## config.mk

```make
export PLATFORM = sky130hd
export DESIGN_NAME = ssm2603_adc_receiver
export DESIGN_NICKNAME = d
export VERILOG_FILES = /design/src/rtl/ssm2603_adc_receiver.sv
export SDC_FILE = /design/constraint.sdc
export NUM_CORES = 1
export LEC_CHECK = 0
export CORE_MARGIN = 2
export CORE_UTILIZATION = 30
export DETAILED_ROUTE_END_ITERATION = 8
export DONT_BUFFER_PORTS = 1
export HOLD_SLACK_MARGIN = 0.1
export PLACE_DENSITY = 0.49
export SLEW_MARGIN = 40
export SYNTH_ARGS = -nofsm -noshare
export SYNTH_HDL_FRONTEND = slang
export SYNTH_SLANG_ARGS = --single-unit
```

## constraint.sdc

```tcl
create_clock -name clock -period 5 [get_ports clock]
set_clock_uncertainty 0.1 [all_clocks]
set_input_delay 0.75 -clock clock [delete_from_list [all_inputs] [get_ports clock]]
set_output_delay 0.75 -clock clock [all_outputs]
set_load 0.03 [all_outputs]
```

## src/rtl/ssm2603_adc_receiver.sv

```systemverilog
//------------------------------------------------------------------------------
// Module   : ssm2603_adc_receiver
// Brief    : SSM2603 ADC-side I2S receiver; oversampled deserializer with a
//            valid/ready pair output and sticky overrun flag.
// Revision : 1.0
//------------------------------------------------------------------------------
`default_nettype none

module ssm2603_adc_receiver #(
    parameter int WIDTH       = 16,
    parameter int SYNC_STAGES = 2
) (
    input  logic             clock,
    input  logic             reset,
    input  logic             enable,
    input  logic             bclk_in,
    input  logic             lrclk_in,
    input  logic             adcdat_in,
    output logic [WIDTH-1:0] sample_l,
    output logic [WIDTH-1:0] sample_r,
    output logic             sample_valid,
    input  logic             sample_ready,
    output logic             overrun,
    input  logic             overrun_clear,
    output logic             locked
);

    localparam int                 c_cnt_w = $clog2(WIDTH + 1);
    localparam logic [c_cnt_w-1:0] c_full  = c_cnt_w'(WIDTH);
    localparam logic [WIDTH-1:0]   c_msb   = WIDTH'(1) << (WIDTH - 1);

    localparam logic [1:0] c_st_idle      = 2'd0;
    localparam logic [1:0] c_st_wait_left = 2'd1;
    localparam logic [1:0] c_st_left      = 2'd2;
    localparam logic [1:0] c_st_right     = 2'd3;

    logic [SYNC_STAGES-1:0] r_bclk_sync;
    logic [SYNC_STAGES-1:0] r_lrclk_sync;
    logic [SYNC_STAGES-1:0] r_dat_sync;
    logic                   r_bclk_prev;
    logic                   r_lr_prev;

    logic [1:0]             r_state;
    logic [1:0]             w_state_next;

    logic [WIDTH-1:0]       r_shift;
    logic [WIDTH-1:0]       r_left_hold;
    logic [c_cnt_w-1:0]     r_count;

    logic                   w_bclk_s;
    logic                   w_lr_s;
    logic                   w_dat_s;
    logic                   w_bclk_rise;
    logic                   w_slot_chg;
    logic [WIDTH-1:0]       w_bit_mask;
    logic                   w_capture;
    logic                   w_enter_left;
    logic                   w_left_done;
    logic                   w_pair_done;
    logic                   w_consume;

    // All three inputs share one chain depth so BCLK/LRCLK/data stay aligned.
    always_ff @(posedge clock or negedge reset) begin
        if (!reset) begin
            r_bclk_sync  <= '0;
            r_lrclk_sync <= '0;
            r_dat_sync   <= '0;
            r_bclk_prev  <= 1'b0;
        end else begin
            r_bclk_sync  <= {r_bclk_sync[SYNC_STAGES-2:0], bclk_in};
            r_lrclk_sync <= {r_lrclk_sync[SYNC_STAGES-2:0], lrclk_in};
            r_dat_sync   <= {r_dat_sync[SYNC_STAGES-2:0], adcdat_in};
            r_bclk_prev  <= w_bclk_s;
        end
    end

    assign w_bclk_s    = r_bclk_sync[SYNC_STAGES-1];
    assign w_lr_s      = r_lrclk_sync[SYNC_STAGES-1];
    assign w_dat_s     = r_dat_sync[SYNC_STAGES-1];
    assign w_bclk_rise = w_bclk_s & ~r_bclk_prev;
    assign w_slot_chg  = w_bclk_rise & (w_lr_s != r_lr_prev);
    assign w_bit_mask  = c_msb >> r_count;
    assign w_consume   = sample_valid & sample_ready;

    always_ff @(posedge clock or negedge reset) begin
        if (!reset) begin
            r_state <= c_st_idle;
        end else begin
            r_state <= w_state_next;
        end
    end

    always_comb begin
        w_state_next = r_state;
        if (!enable) begin
            w_state_next = c_st_idle;
        end else begin
            case (r_state)
                c_st_idle:      w_state_next = c_st_wait_left;
                c_st_wait_left: if (w_slot_chg && !w_lr_s) w_state_next = c_st_left;
                c_st_left:      if (w_slot_chg && w_lr_s)  w_state_next = c_st_right;
                c_st_right:     if (w_slot_chg && !w_lr_s) w_state_next = c_st_left;
                default:        w_state_next = c_st_idle;
            endcase
        end
    end

    always_comb begin
        locked       = 1'b0;
        w_capture    = 1'b0;
        w_enter_left = 1'b0;
        w_left_done  = 1'b0;
        w_pair_done  = 1'b0;
        case (r_state)
            c_st_wait_left: begin
                w_enter_left = enable & w_slot_chg & ~w_lr_s;
            end
            c_st_left: begin
                locked      = 1'b1;
                w_left_done = enable & w_slot_chg & w_lr_s;
                w_capture   = enable & w_bclk_rise & ~w_slot_chg & (r_count < c_full);
            end
            c_st_right: begin
                locked      = 1'b1;
                w_pair_done = enable & w_slot_chg & ~w_lr_s;
                w_capture   = enable & w_bclk_rise & ~w_slot_chg & (r_count < c_full);
            end
            default: ;
        endcase
    end

    // Slot-change edge carries the I2S delay bit, so it never captures.
    always_ff @(posedge clock or negedge reset) begin
        if (!reset) begin
            r_lr_prev   <= 1'b0;
            r_shift     <= '0;
            r_count     <= '0;
            r_left_hold <= '0;
        end else begin
            if (w_bclk_rise) begin
                r_lr_prev <= w_lr_s;
            end
            if (r_state == c_st_idle || w_enter_left || w_left_done || w_pair_done) begin
                r_shift <= '0;
                r_count <= '0;
            end else if (w_capture) begin
                r_shift <= r_shift | ({WIDTH{w_dat_s}} & w_bit_mask);
                r_count <= r_count + 1'b1;
            end
            if (w_left_done) begin
                r_left_hold <= r_shift;
            end
        end
    end

    always_ff @(posedge clock or negedge reset) begin
        if (!reset) begin
            sample_l     <= '0;
            sample_r     <= '0;
            sample_valid <= 1'b0;
            overrun      <= 1'b0;
        end else begin
            if (!enable) begin
                sample_valid <= 1'b0;
            end else if (w_pair_done && (!sample_valid || w_consume)) begin
                sample_l     <= r_left_hold;
                sample_r     <= r_shift;
                sample_valid <= 1'b1;
            end else if (w_consume) begin
                sample_valid <= 1'b0;
            end
            if (w_pair_done && sample_valid && !sample_ready) begin
                overrun <= 1'b1;
            end else if (overrun_clear) begin
                overrun <= 1'b0;
            end
        end
    end

endmodule

`default_nettype wire

```

# Word-level counts from Yosys, hierarchy flattened
# Cells that the tools add are included.
[classes] n_addsub=1 order_cmp=1 n_eq_ne=7 shifts=1 n_mux=18 n_bitwise=14 reduce_logical=19
[op_table] op="two-way mux 16 bit" n=2
[op_table] op="AND 16 bit" n=1
[op_table] op="OR 16 bit" n=1
[op_table] op=">> shifter 16 x 5 -> 16 bit, first input constant" n=1
[op_table] op="two-way mux 1 bit" n=10
[op_table] op="two-way mux 5 bit" n=2
[op_table] op="AND 1 bit" n=9
[op_table] op="two-way mux 2 bit" n=3
[op_table] op="one-hot mux 2 bit (3 select lines)" n=1
[op_table] op="adder 5 x 1 -> 5 bit, second input constant" n=1
[op_table] op="logical AND 1 bit" n=5
[op_table] op="< comparator 5 bit, second input constant" n=1
[op_table] op="== test 2 bit, second input constant" n=2
[op_table] op="logical OR 1 bit" n=4
[op_table] op="AND reduction 2 bit" n=2
[op_table] op="nonzero test 2 bit" n=2
[op_table] op="OR reduction 2 bit" n=2
[op_table] op="logical NOT 1 bit" n=3
[op_table] op="!= test 3 x 1 -> 1 bit, second input constant" n=1
[op_table] op="!= test 3 x 2 -> 1 bit, second input constant" n=1
[op_table] op="!= test 3 bit, second input constant" n=1
[op_table] op="inverter 1 bit" n=3
[op_table] op="== test 2 x 1 -> 1 bit, second input constant" n=1
[op_table] op="logical NOT 2 bit" n=1
[op_table] op="!= test 1 bit" n=1
[totals] register_bits=81 input_bits=8 out_inout_bits=35 elab_cells=74

# Depth between registers and ports, before layout
# Gate-level depths: netlist of the first run.
[depth] word_depth=10 ltp_mapped=6 ltp_nobuf=6

# Worst setup path after synthesis of the first run
# OpenSTA, ideal clock, no wires.
[synth_timing] kind="input to register" from="in enable" to="reg sample_l[0]" setup_ps=125 arrival_time_ps=1651 required_time_ps=4775 slack_ps=3124 path_stages=5 n_path_buf=2 cell_sequence="and3_4 > and3_4 > buf_6 > buf_12 > mux2_4"
[synth_between] elab_chain_len=5
[synth_rtl] item="from (decl)" line="15" source="input logic enable,"
[synth_rtl] item="AND 1 bit (2 in series)" line="125" source="w_pair_done = enable & w_slot_chg & ~w_lr_s;"
[synth_rtl] item="two-way mux 1 bit" line="114" source="case (r_state)"
[synth_rtl] item="logical AND 1 bit" line="165" source="end else if (w_pair_done && (!sample_valid || w_consume)) begin"
[synth_rtl] item="AND reduction 2 bit (no source line) (*)"
[synth_rtl] item="to (signal assigned)" line="166" source="sample_l <= r_left_hold;"
[synth_rtl] item="to (decl)" line="19" source="output logic [WIDTH-1:0] sample_l,"
# Every way passes the cells marked *; elsewhere a longest branch is shown, timed or not.
# A chain may end at the register's enable or synchronous reset.

# Final worst setup path of the first run
[layout_timing] from="reg r_state[1]" to="reg sample_r[0]"
[layout_between] elab_chain_len=4
[layout_rtl] item="from (decl)" line="43" source="logic [1:0] r_state;"
[layout_rtl] item="from (signal assigned)" line="87" source="r_state <= c_st_idle;"
[layout_rtl] item="from (signal assigned)" line="89" source="r_state <= w_state_next;"
[layout_rtl] item="== test 2 bit" line="114"
[layout_rtl] item="two-way mux 1 bit" line="114"
[layout_rtl] item="logical AND 1 bit" line="165"
[layout_rtl] item="AND reduction 2 bit (no source line)"
[layout_rtl] item="to (signal assigned)" line="167" source="sample_r <= r_shift;"
[layout_rtl] item="to (decl)" line="20" source="output logic [WIDTH-1:0] sample_r,"
# No other way between the ends.

==> reports/metrics.yaml, run 1 <==
setup_path:
  path_delay_family: "simple AND/OR/NAND/NOR gates"
  crit_path_max_fanout: 32
  worst-endpoint-required_ps: 5120
  cp.arrival_ps: 2250
  cp_slowest_cell: "dfrtp_1"
  startpoint_type: "flip-flop"
  worstPathCellList: "and3_4, and3_4, mux2_2"
  r2r_slack_ps: 2880
  reg2reg_depth: 3
  critPathMaxStageDelay_ps: 620
  cpMostUsedCell: "and3_4"
  crit_path_end_kind: "flip-flop"
  path_class: "flip-flop to flip-flop"
  worst-path-stages: 3
  r2r-start: "r_state[1]"
  critPathBufInv: 0
  rr_endpoint: "sample_r[0]"
timing:
  fin_crit_ps: 2120
  finalCritPeriodShare_pct: 42.5
  relSlewSlack_pct: 59.3
  tightestPinTransition_ps: 611
  fmax_ghz: 0.471
  setup_viol: 0
  finalSetupTns_ps: 0
  rsz0062_at_grt: "false"
  finalMaxSlewViolations: 0
  final-hold-violation-count: 0
detailed_routing:
  postRouteAntennaNets: 0
  num_vias: 1778
  wl_per_cell_um: 15.5
  viasPerCell: 4.63
  drt_wl_total_um: 5960
  drt-initial-drc-count: 82
  drc_errors: 0
  drt_pass1_iterations: 4
floorplanning:
  fp.dieH_um: 110
  start_util_pct: 31.1
  design.core.area_um2: 10900
  rows: 38
  io_pins: 43
  dieArea_um2: 12200
  die_x_um: 110
synth:
  syn_area_um2: 3400
  synthesis.nets: 252
  synth_mux_area_share_pct: 19.5
  seq_area_frac_synth_pct: 59.7
  synth-xor-area-share_pct: 0.773
  synthSimpleGateAreaFrac_pct: 9.10
  avgSynthCellArea_um2: 14.3
  async_reset_ff_share_pct: 100
  synth_area_leader_cell: "dfrtp_1"
  synth.distinct_cells: 41
  yosys.area.top_type_share_pct: 59.7
  synth-edff-count: 0
  syn_inst: 238
  yosysMostFrequentCell: "dfrtp_1"
  yosys_warnings: 0
  synth_flop_cell: "dfrtp_1"
  yosys-top-cells-area: "dfrtp_1 (60%), mux2_4 (13%), mux2_2 (3.6%)"
  synth_top_family_by_area: "multiplexers"
  netlist_top_cells_count: "dfrtp_1 (81), mux2_4 (30), nor2_1 (23)"
  ys_ff_latch: 81
  synth_compound_area_share_pct: 4.60
  yosys.area_share.adder_pct: 2.21
global_route:
  first_global_vias: 1757
  grt_use_met3_pct: 4.45
  grtUsageMet1_pct: 12.9
  top_usage_layer: "met2"
  grt_pass1_wl_um: 9880
  grt_max_degree: 82
  grt-ovfl-total: 0
  antenna_found_initial: 0
  grtUsageMet2_pct: 16.0
  grt.total_usage_pct: 10.2
clock_tree:
  cts_tree: "built"
  htreeDepth: 3
  clk_path_buf_depth: 2
  cts.sink_count: 81
  cts_setup_buffers: 0
  path_clk_slew_ps: 60
  cts-buffers-inserted: 9
  cts_root_buf: "clkbuf_16"
  cts_resized: 0
  clkLatencyLatePin_ps: 330
placed_design:
  gp_congestion: 0.754
  io_buffers: 0
  place_hpwl_um: 3820
pwr:
  power_density_nw_per_um2: 352
  total_power_mw: 1.33
  p_leak_nw: 1.77
  ir_drop_uv: 185
run:
  maxCapViolations: 0
final_layout:
  synthToLayoutAreaGrowth_pct: 11.5
  antenna_cells: 0
  drive_gt1_share_pct: 27.5
  nets: 253
run_status:
  status: "complete, no violations"
min_path:
  hold_class: "primary input to asynchronous set/reset pin"
## stage by stage
| stage | worst slack [ps] | area (um^2) | utilization, % | hold WS (ps) | instances |
|---|---|---|---|---|---|
| after floorplan | 3120 | 3400 | - | 231 | 238 |
| final | 2880 | 3790 | 34.6 | 215 | 384 |
| after CTS | 2860 | 3790 | 34.6 | 225 | 384 |
| after global routing | 2790 | 3790 | 34.6 | 236 | 384 |
| after global placement | 2830 | 3470 | 31.7 | 238 | 367 |
| after detailed placement | 2830 | 3470 | 31.7 | 240 | 367 |
## sequential cells by signal, indices dropped and copies added, names as in the netlist, 2 cells and up
signal / flops
r_bclk_sync: 2
r_count: 5
r_dat_sync: 2
r_left_hold: 16
r_lrclk_sync: 2
r_shift: 16
r_state: 2
sample_l: 16
sample_r: 16
## cell usage in the layout (no fill, tap or decap), types with 3 or more instances in the layout
| cell type | instances |
|---|---|
| a21oi_1 | 3 |
| a31oi_1 | 11 |
| a41oi_1 | 3 |
| and3_1 | 3 |
| clkbuf_16 | 9 |
| dfrtp_1 | 81 |
| ha_1 | 6 |
| inv_1 | 6 |
| mux2_1 | 7 |
| mux2_2 | 11 |
| mux2_4 | 30 |
| nand2_1 | 9 |
| nor2_1 | 23 |
| nor3_1 | 3 |
## routing by layer
metal / share of wire [%] / wire, um / up-vias
met4: 1.2 / 72 / 0
met3: 5.0 / 295 / 7
met5: 0 / 0 / -
li1: - / - / 831
met1: 46 / 2720 / 900
met2: 48 / 2870 / 40
## kinds of logic (layout without fill, tap and decap cells)
group	count (synthesis)	count (layout)
DFF	81	81
and+or+nand+nor	56	56
muxes	49	49
AOI/OAI and AO/OA	24	24
buffers and inverters	19	25
adders and majority gates	6	6
xor gates and xnor gates	3	3
## worst max-delay path by stage
stage / endpoint / startpoint
6_report: sample_r[0] / r_state[1]
3_5_place_dp: sample_r[0] / enable
2_1_floorplan: sample_l[0] / enable
4_1_cts: sample_r[0] / r_state[1]
5_1_grt: sample_r[1] / r_state[1]
3_3_place_gp: sample_r[0] / enable
## cell type report
type	count	area (um^2)
clock inverters	5	56.3
clock buffers	11	233
fillers	1087	7150
well taps	140	175
repair buffers	3	42.5
multi-input cells	138	1230
flip-flops and latches	81	2030
inverters	6	22.5
## worst register-to-register path: cells and delay by family (launching register included)
kind / cells / cell delay [ps]
flip-flops: 1 / 620
AND/OR/NAND/NOR: 2 / 880
multiplexers: 1 / 410
## power breakdown
group | internal [mW] | switching [mW]
Sequential | 0.660 | 0.00523
Clock | 0.386 | 0.250
Combinational | 0.00837 | 0.0211
## timing repair
| item | CTS | global route |
|---|---|---|
| setup endpoints to repair | 0 | 0 |
| hold buffers | 1 | 0 |
| hold endpoints to repair | 81 | 0 |
Note: power is estimated with default switching activity, not from simulation.
==> run 2: changes to the inputs <==
==> constraint.sdc (replaced) <==
create_clock -name clock -period 2 [get_ports clock]
set_clock_uncertainty 0.1 [all_clocks]
set_input_delay 0.3 -clock clock [delete_from_list [all_inputs] [get_ports clock]]
set_output_delay 0.3 -clock clock [all_outputs]
set_load 0.03 [all_outputs]
==> reports/metrics.yaml, run 2 (synthesis gave the netlist of run 1 again) <==
clock_tree:
  path_clk_slew_ps: 60  # about the same
  htreeDepth: 3  # unchanged
  clk_path_buf_depth: 2  # unchanged
  cts_tree: "built"  # unchanged
  cts-hold-fix-buffers: 7  # was 1
  cts_root_buf: "clkbuf_16"  # unchanged
  clkLatencyLatePin_ps: 330  # about the same
  cts-buffers-inserted: 9  # unchanged
  cts.sink_count: 81  # unchanged
detailed_routing:
  viasPerCell: 4.54  # was 4.63
  drt-initial-drc-count: 67  # was 82
  num_vias: 1787  # was 1778
  postRouteAntennaNets: 0  # unchanged
  wl_per_cell_um: 15.2  # was 15.5 um
  drt_wl_total_um: 5970  # was 5960 um
  drt_pass1_iterations: 4  # unchanged
  drc_errors: 0  # unchanged
placed_design:
  place_hpwl_um: 3860  # was 3820 um
  io_buffers: 0  # unchanged
  gp_congestion: 0.766  # was 0.754
floorplanning:
  start_util_pct: 31.1  # unchanged
  die_x_um: 110  # unchanged
  fp.dieH_um: 110  # unchanged
  io_pins: 43  # unchanged
  design.core.area_um2: 10900  # unchanged
  rows: 38  # unchanged
  dieArea_um2: 12200  # unchanged
run_status:
  violations: "negative hold slack"
  status: "finished, violations left"  # was complete, no violations
timing:
  final-hold-violation-count: 81  # was 0
  relSlewSlack_pct: 70.6  # was 59.3%
  tightestPinTransition_ps: 439  # was 611 ps
  rsz0062_at_grt: "false"  # unchanged
  finalCritPeriodShare_pct: 86.4  # was 42.5%
  fin_crit_ps: 1730  # was 2120 ps
  fin_hold_ws_ps: -438  # was 215 ps
  fmax_ghz: 0.579  # was 0.471 GHz
  finalMaxSlewViolations: 0  # unchanged
  finalSetupTns_ps: 0  # unchanged
  setup_viol: 0  # unchanged
setup_path:
  worst-endpoint-required_ps: 2110  # was 5120 ps
  critPathBufInv: 1  # was 0
  startpoint_type: "flip-flop"  # unchanged
  crit_path_max_fanout: 21  # was 32
  path_class: "flip-flop to flip-flop"  # unchanged
  critPathMaxStageDelay_ps: 380  # was 620 ps
  cpMostUsedCell: "and3_4"  # unchanged
  worstPathCellList: "nor2b_4, and3_4, and3_4, buf_12, mux2_4"  # was and3_4, and3_4, mux2_2
  path_delay_family: "simple AND/OR/NAND/NOR gates"  # unchanged
  cp_slowest_cell: "dfrtp_1"  # unchanged
  cp.arrival_ps: 1840  # was 2250 ps
  crit_path_end_kind: "flip-flop"  # unchanged
global_route:
  grt.total_usage_pct: 10.9  # was 10.2%
  grt-ovfl-total: 0  # unchanged
  first_global_vias: 1851  # was 1757
  grt_pass1_wl_um: 10500  # was 9880 um
  antenna_found_initial: 0  # unchanged
  grt_max_degree: 82  # unchanged
final_layout:
  fin_util_pct: 35.7  # was 34.6%
  antenna_cells: 0  # unchanged
  drive_gt1_share_pct: 27.6  # was 27.5%
  nets: 263  # was 253
  synthToLayoutAreaGrowth_pct: 14.9  # was 11.5%
  final_common_cell: "dfrtp_1"  # unchanged
  final_cell_mix: "dfrtp_1 (81), mux2_4 (30), nor2_1 (23), a31oi_1 (11), mux2_2 (11)"  # unchanged
min_path:
  hold_class: "primary input to asynchronous set/reset pin"  # unchanged
run:
  maxCapViolations: 0  # unchanged
pwr:
  p_leak_nw: 1.83  # was 1.77 nW
  internal_power_mw: 2.74  # was 1.05 mW
  swShare_pct: 19.1  # was 20.8%
  power_density_nw_per_um2: 868  # was 352 nW/um^2
  ir_drop_uv: 390  # was 185 uV
  pwr-share-clk_pct: 49.5  # was 47.8%
  combPwrFrac_pct: 1.4  # was 2.2%
  seqPwrFrac_pct: 49.1  # was 50.0%
  p_switching_mw: 0.648  # was 0.277 mW
==> run 2: changes by cell type in the layout (fill, tap and decap cells not counted), sizes merged <==
cell / previous run / this run
clkinvlp: 1 / 0
dlygate4sd3: 0 / 7
clkbuf: 11 / 14
clkinv: 3 / 1
buf: 3 / 6
==> run 2: path summary, 6_finish.rpt <==
kind                           startpoint               to  slack [ps]  cells past startpoint
max in group asynchronous           reset  r_lrclk_sync[0]        2140                      0
max                        r_bclk_sync[1]     sample_r[13]         270                      5
min in group clock         r_bclk_sync[0]   r_bclk_sync[1]         250                      0
max reg2reg                r_bclk_sync[1]     sample_r[13]         270                      5
min                                 reset      sample_l[5]        -440                      0
min reg2reg                r_bclk_sync[0]   r_bclk_sync[1]         250                      0
==> run 2: through the flow <==
stage / worst slack, ps / power, mW / hold slack [ps] / instances / instance area (um^2)
3_5_place_dp: 271 / 1.73 / -92.7 / 371 / 3520
5_1_grt: 208 / 3.57 / -464 / 394 / 3900
3_3_place_gp: 305 / 1.73 / -92.0 / 371 / 3520
4_1_cts: 254 / 3.47 / -457 / 394 / 3900
6_report: 272 / 3.39 / -438 / 394 / 3900
2_1_floorplan: 336 / 1.72 / -95.6 / 238 / 3400
==> run 2: cell type report <==
cell class | count | area (um^2)
Fill cell | 1067 | 7030
Multi-Input combinational cell | 138 | 1230
Clock inverter | 2 | 35.0
Timing Repair Buffer | 13 | 140
Clock buffer | 14 | 274
Tap cell | 140 | 175
Sequential cell | 81 | 2030
Inverter | 6 | 22.5
==> run 2: timing repair <==
item | 4_1_cts | 5_1_grt
buffers inserted | 0 | 0
hold endpoints to repair | 88 | 81
resized for setup | 0 | 0
==> run 2: power by group through the flow <==
stage               clock network, mW  registers [mW]  logic (mW)
floorplan                           0            1.69      0.0319
global placement                    0            1.69      0.0394
detailed placement                  0            1.69      0.0396
CTS                              1.76            1.66      0.0496
global route                     1.85            1.66      0.0550
finish                           1.68            1.66      0.0488
==> run 2: worst register-to-register path, cell delays in order, from the launching register on <==
cell and delay (ps):
dfrtp_1 380, nor2b_4 180, and3_4 210, and3_4 220
buf_12 200, mux2_4 320
==> run 2: metal layers <==
metal,vias to the layer above,GRT usage [%],wire length [um]
met2,36,15.7,2700
met5,-,0,0
met3,10,3.79,222
met1,885,14.7,2930
li1,856,-,-
met4,0,5.00,118
==> run 3: changes to the inputs <==
--- a/config.mk
+++ b/config.mk
@@ -5,7 +5,7 @@
 export SDC_FILE = /design/constraint.sdc
 export NUM_CORES = 1
 export LEC_CHECK = 0
-export CORE_MARGIN = 2
+export CORE_MARGIN = 4
 export CORE_UTILIZATION = 30
 export DETAILED_ROUTE_END_ITERATION = 8
 export DONT_BUFFER_PORTS = 1
==> reports/metrics.yaml, run 3 (synthesis gave the netlist of run 1 again) <==
clock_tree:
  clk_path_buf_depth: 2  # unchanged
  cts_setup_buffers: 0  # unchanged
  clkLatencyLatePin_ps: 330  # about the same
  path_clk_slew_ps: 60  # about the same
  cts.sink_count: 81  # unchanged
  cts-hold-fix-buffers: 7  # unchanged
  cts_tree: "built"  # unchanged
  cts-buffers-inserted: 9  # unchanged
  cts_resized: 0  # unchanged
  cts_root_buf: "clkbuf_16"  # unchanged
  htreeDepth: 3  # unchanged
final_layout:
  fin_util_pct: 35.4  # was 35.7%
  final_cell_mix: "dfrtp_1 (81), mux2_4 (30), nor2_1 (23), a31oi_1 (11), mux2_2 (11)"  # unchanged
  antenna_cells: 0  # unchanged
  final_common_cell: "dfrtp_1"  # unchanged
  drive_gt1_share_pct: 27.2  # was 27.6%
  nets: 263  # unchanged
  synthToLayoutAreaGrowth_pct: 14.4  # was 14.9%
setup_path:
  reg2reg_depth: 5  # unchanged
  crit_path_end_kind: "flip-flop"  # unchanged
  worst-endpoint-required_ps: 2120  # was 2110 ps
  cp.arrival_ps: 1940  # was 1840 ps
  path_class: "flip-flop to flip-flop"  # unchanged
  crit_path_max_fanout: 17  # was 21
  r2r_slack_ps: 180  # was 270 ps
  startpoint_type: "flip-flop"  # unchanged
  rr_endpoint: "sample_r[13]"  # unchanged
  r2r-start: "r_bclk_prev"  # was r_bclk_sync[1]
timing:
  finalCritPeriodShare_pct: 90.9  # was 86.4%
  rsz0062_at_grt: "false"  # unchanged
  final-hold-violation-count: 81  # unchanged
  relSlewSlack_pct: 71.0  # was 70.6%
  setup_viol: 0  # unchanged
  setup_ws_ps: 181  # was 272 ps
  tightestPinTransition_ps: 433  # was 439 ps
  fmax_ghz: 0.550  # was 0.579 GHz
  fin_crit_ps: 1820  # was 1730 ps
  fin_hold_ws_ps: -439  # was -438 ps
  finalMaxSlewViolations: 0  # unchanged
  finalSetupTns_ps: 0  # unchanged
pwr:
  ir_drop_uv: 396  # was 390 uV
  total_power_mw: 3.33  # was 3.39 mW
  power_density_nw_per_um2: 858  # was 868 nW/um^2
  p_leak_nw: 1.82  # was 1.83 nW
placed_design:
  place_hpwl_um: 3900  # was 3860 um
  io_buffers: 0  # unchanged
  pre_cts_ws_ps: 184  # was 271 ps
  gp_congestion: 0.755  # was 0.766
global_route:
  grt.total_usage_pct: 10.3  # was 10.9%
  grt-ovfl-total: 0  # unchanged
  antenna_found_initial: 0  # unchanged
  grt_pass1_wl_um: 10300  # was 10500 um
  grt_max_degree: 82  # unchanged
  first_global_vias: 1947  # was 1851
run:
  maxCapViolations: 0  # unchanged
min_path:
  hold_class: "primary input to asynchronous set/reset pin"  # unchanged
floorplanning:
  design.core.area_um2: 11000  # was 10900 um^2
  start_util_pct: 30.9  # was 31.1%
  dieArea_um2: 13100  # was 12200 um^2
  io_pins: 43  # unchanged
  fp.dieH_um: 114  # was 110 um
  rows: 38  # unchanged
  die_x_um: 114  # was 110 um
detailed_routing:
  drt_pass1_iterations: 4  # unchanged
  drt_wl_total_um: 6020  # was 5970 um
  postRouteAntennaNets: 0  # unchanged
  drt-initial-drc-count: 94  # was 67
  wl_per_cell_um: 15.3  # was 15.2 um
  drc_errors: 0  # unchanged
  viasPerCell: 4.51  # was 4.54
  num_vias: 1777  # was 1787
run_status:
  status: "finished, violations left"  # unchanged
  violations: "negative hold slack"  # unchanged
run 3: changes by cell type in the layout (fill, tap and decap cells not counted):
cell,previous run,this run
clkbuf_8,3,1
clkbuf_1,2,3
clkinv_2,1,2
run 3: layer usage:
| metal | track usage [%] | up-vias | wire (um) |
|---|---|---|---|
| li1 | - | 846 | - |
| met3 | 4.18 | 9 | 280 |
| met5 | 0 | - | 0 |
| met4 | 4.99 | 0 | 123 |
| met2 | 15.4 | 31 | 2790 |
| met1 | 12.9 | 891 | 2820 |
run 3: power breakdown:
group | switching (mW) | leakage [nW] | total [mW] | internal, mW
Clock | 0.624 | 0.144 | 1.62 | 0.998
Sequential | 0.0117 | 1.11 | 1.66 | 1.65
Combinational | 0.0252 | 0.562 | 0.0487 | 0.0235
run 3: per-stage QoR:
step	cell area, um^2	std cells	hold slack (ps)
2_1_floorplan	3400	238	-95.6
3_3_place_gp	3520	371	-91.7
3_5_place_dp	3520	371	-92.2
4_1_cts	3880	394	-460
5_1_grt	3880	394	-463
6_report	3880	394	-439
run 3: how the worst max path moves through the flow:
stage | startpoint | end | slack (ps) | depth (start not counted)
6_report | r_bclk_prev | sample_r[13] | 180 | 5
3_5_place_dp | r_bclk_prev | sample_r[13] | 180 | 5
4_1_cts | r_bclk_prev | sample_r[4] | 170 | 5
3_3_place_gp | r_bclk_prev | sample_r[9] | 210 | 5
2_1_floorplan | r_bclk_prev | sample_l[0] | 340 | 6
5_1_grt | r_bclk_sync[1] | sample_r[4] | 90 | 5
run 3: area by class of cell:
type	count	area [um^2]
Tap cell	140	175
Timing Repair Buffer	13	140
Clock inverter	3	40.0
Multi-Input combinational cell	138	1230
Fill cell	1033	7100
Inverter	6	22.5
Sequential cell	81	2030
Clock buffer	13	250
run 3: worst max-delay path: stages, from the launching register on:
cell,delay [ps]
dfrtp_1,410
nor2b_4,150
and3_4,210
and3_4,310
buf_12,210
mux2_4,310
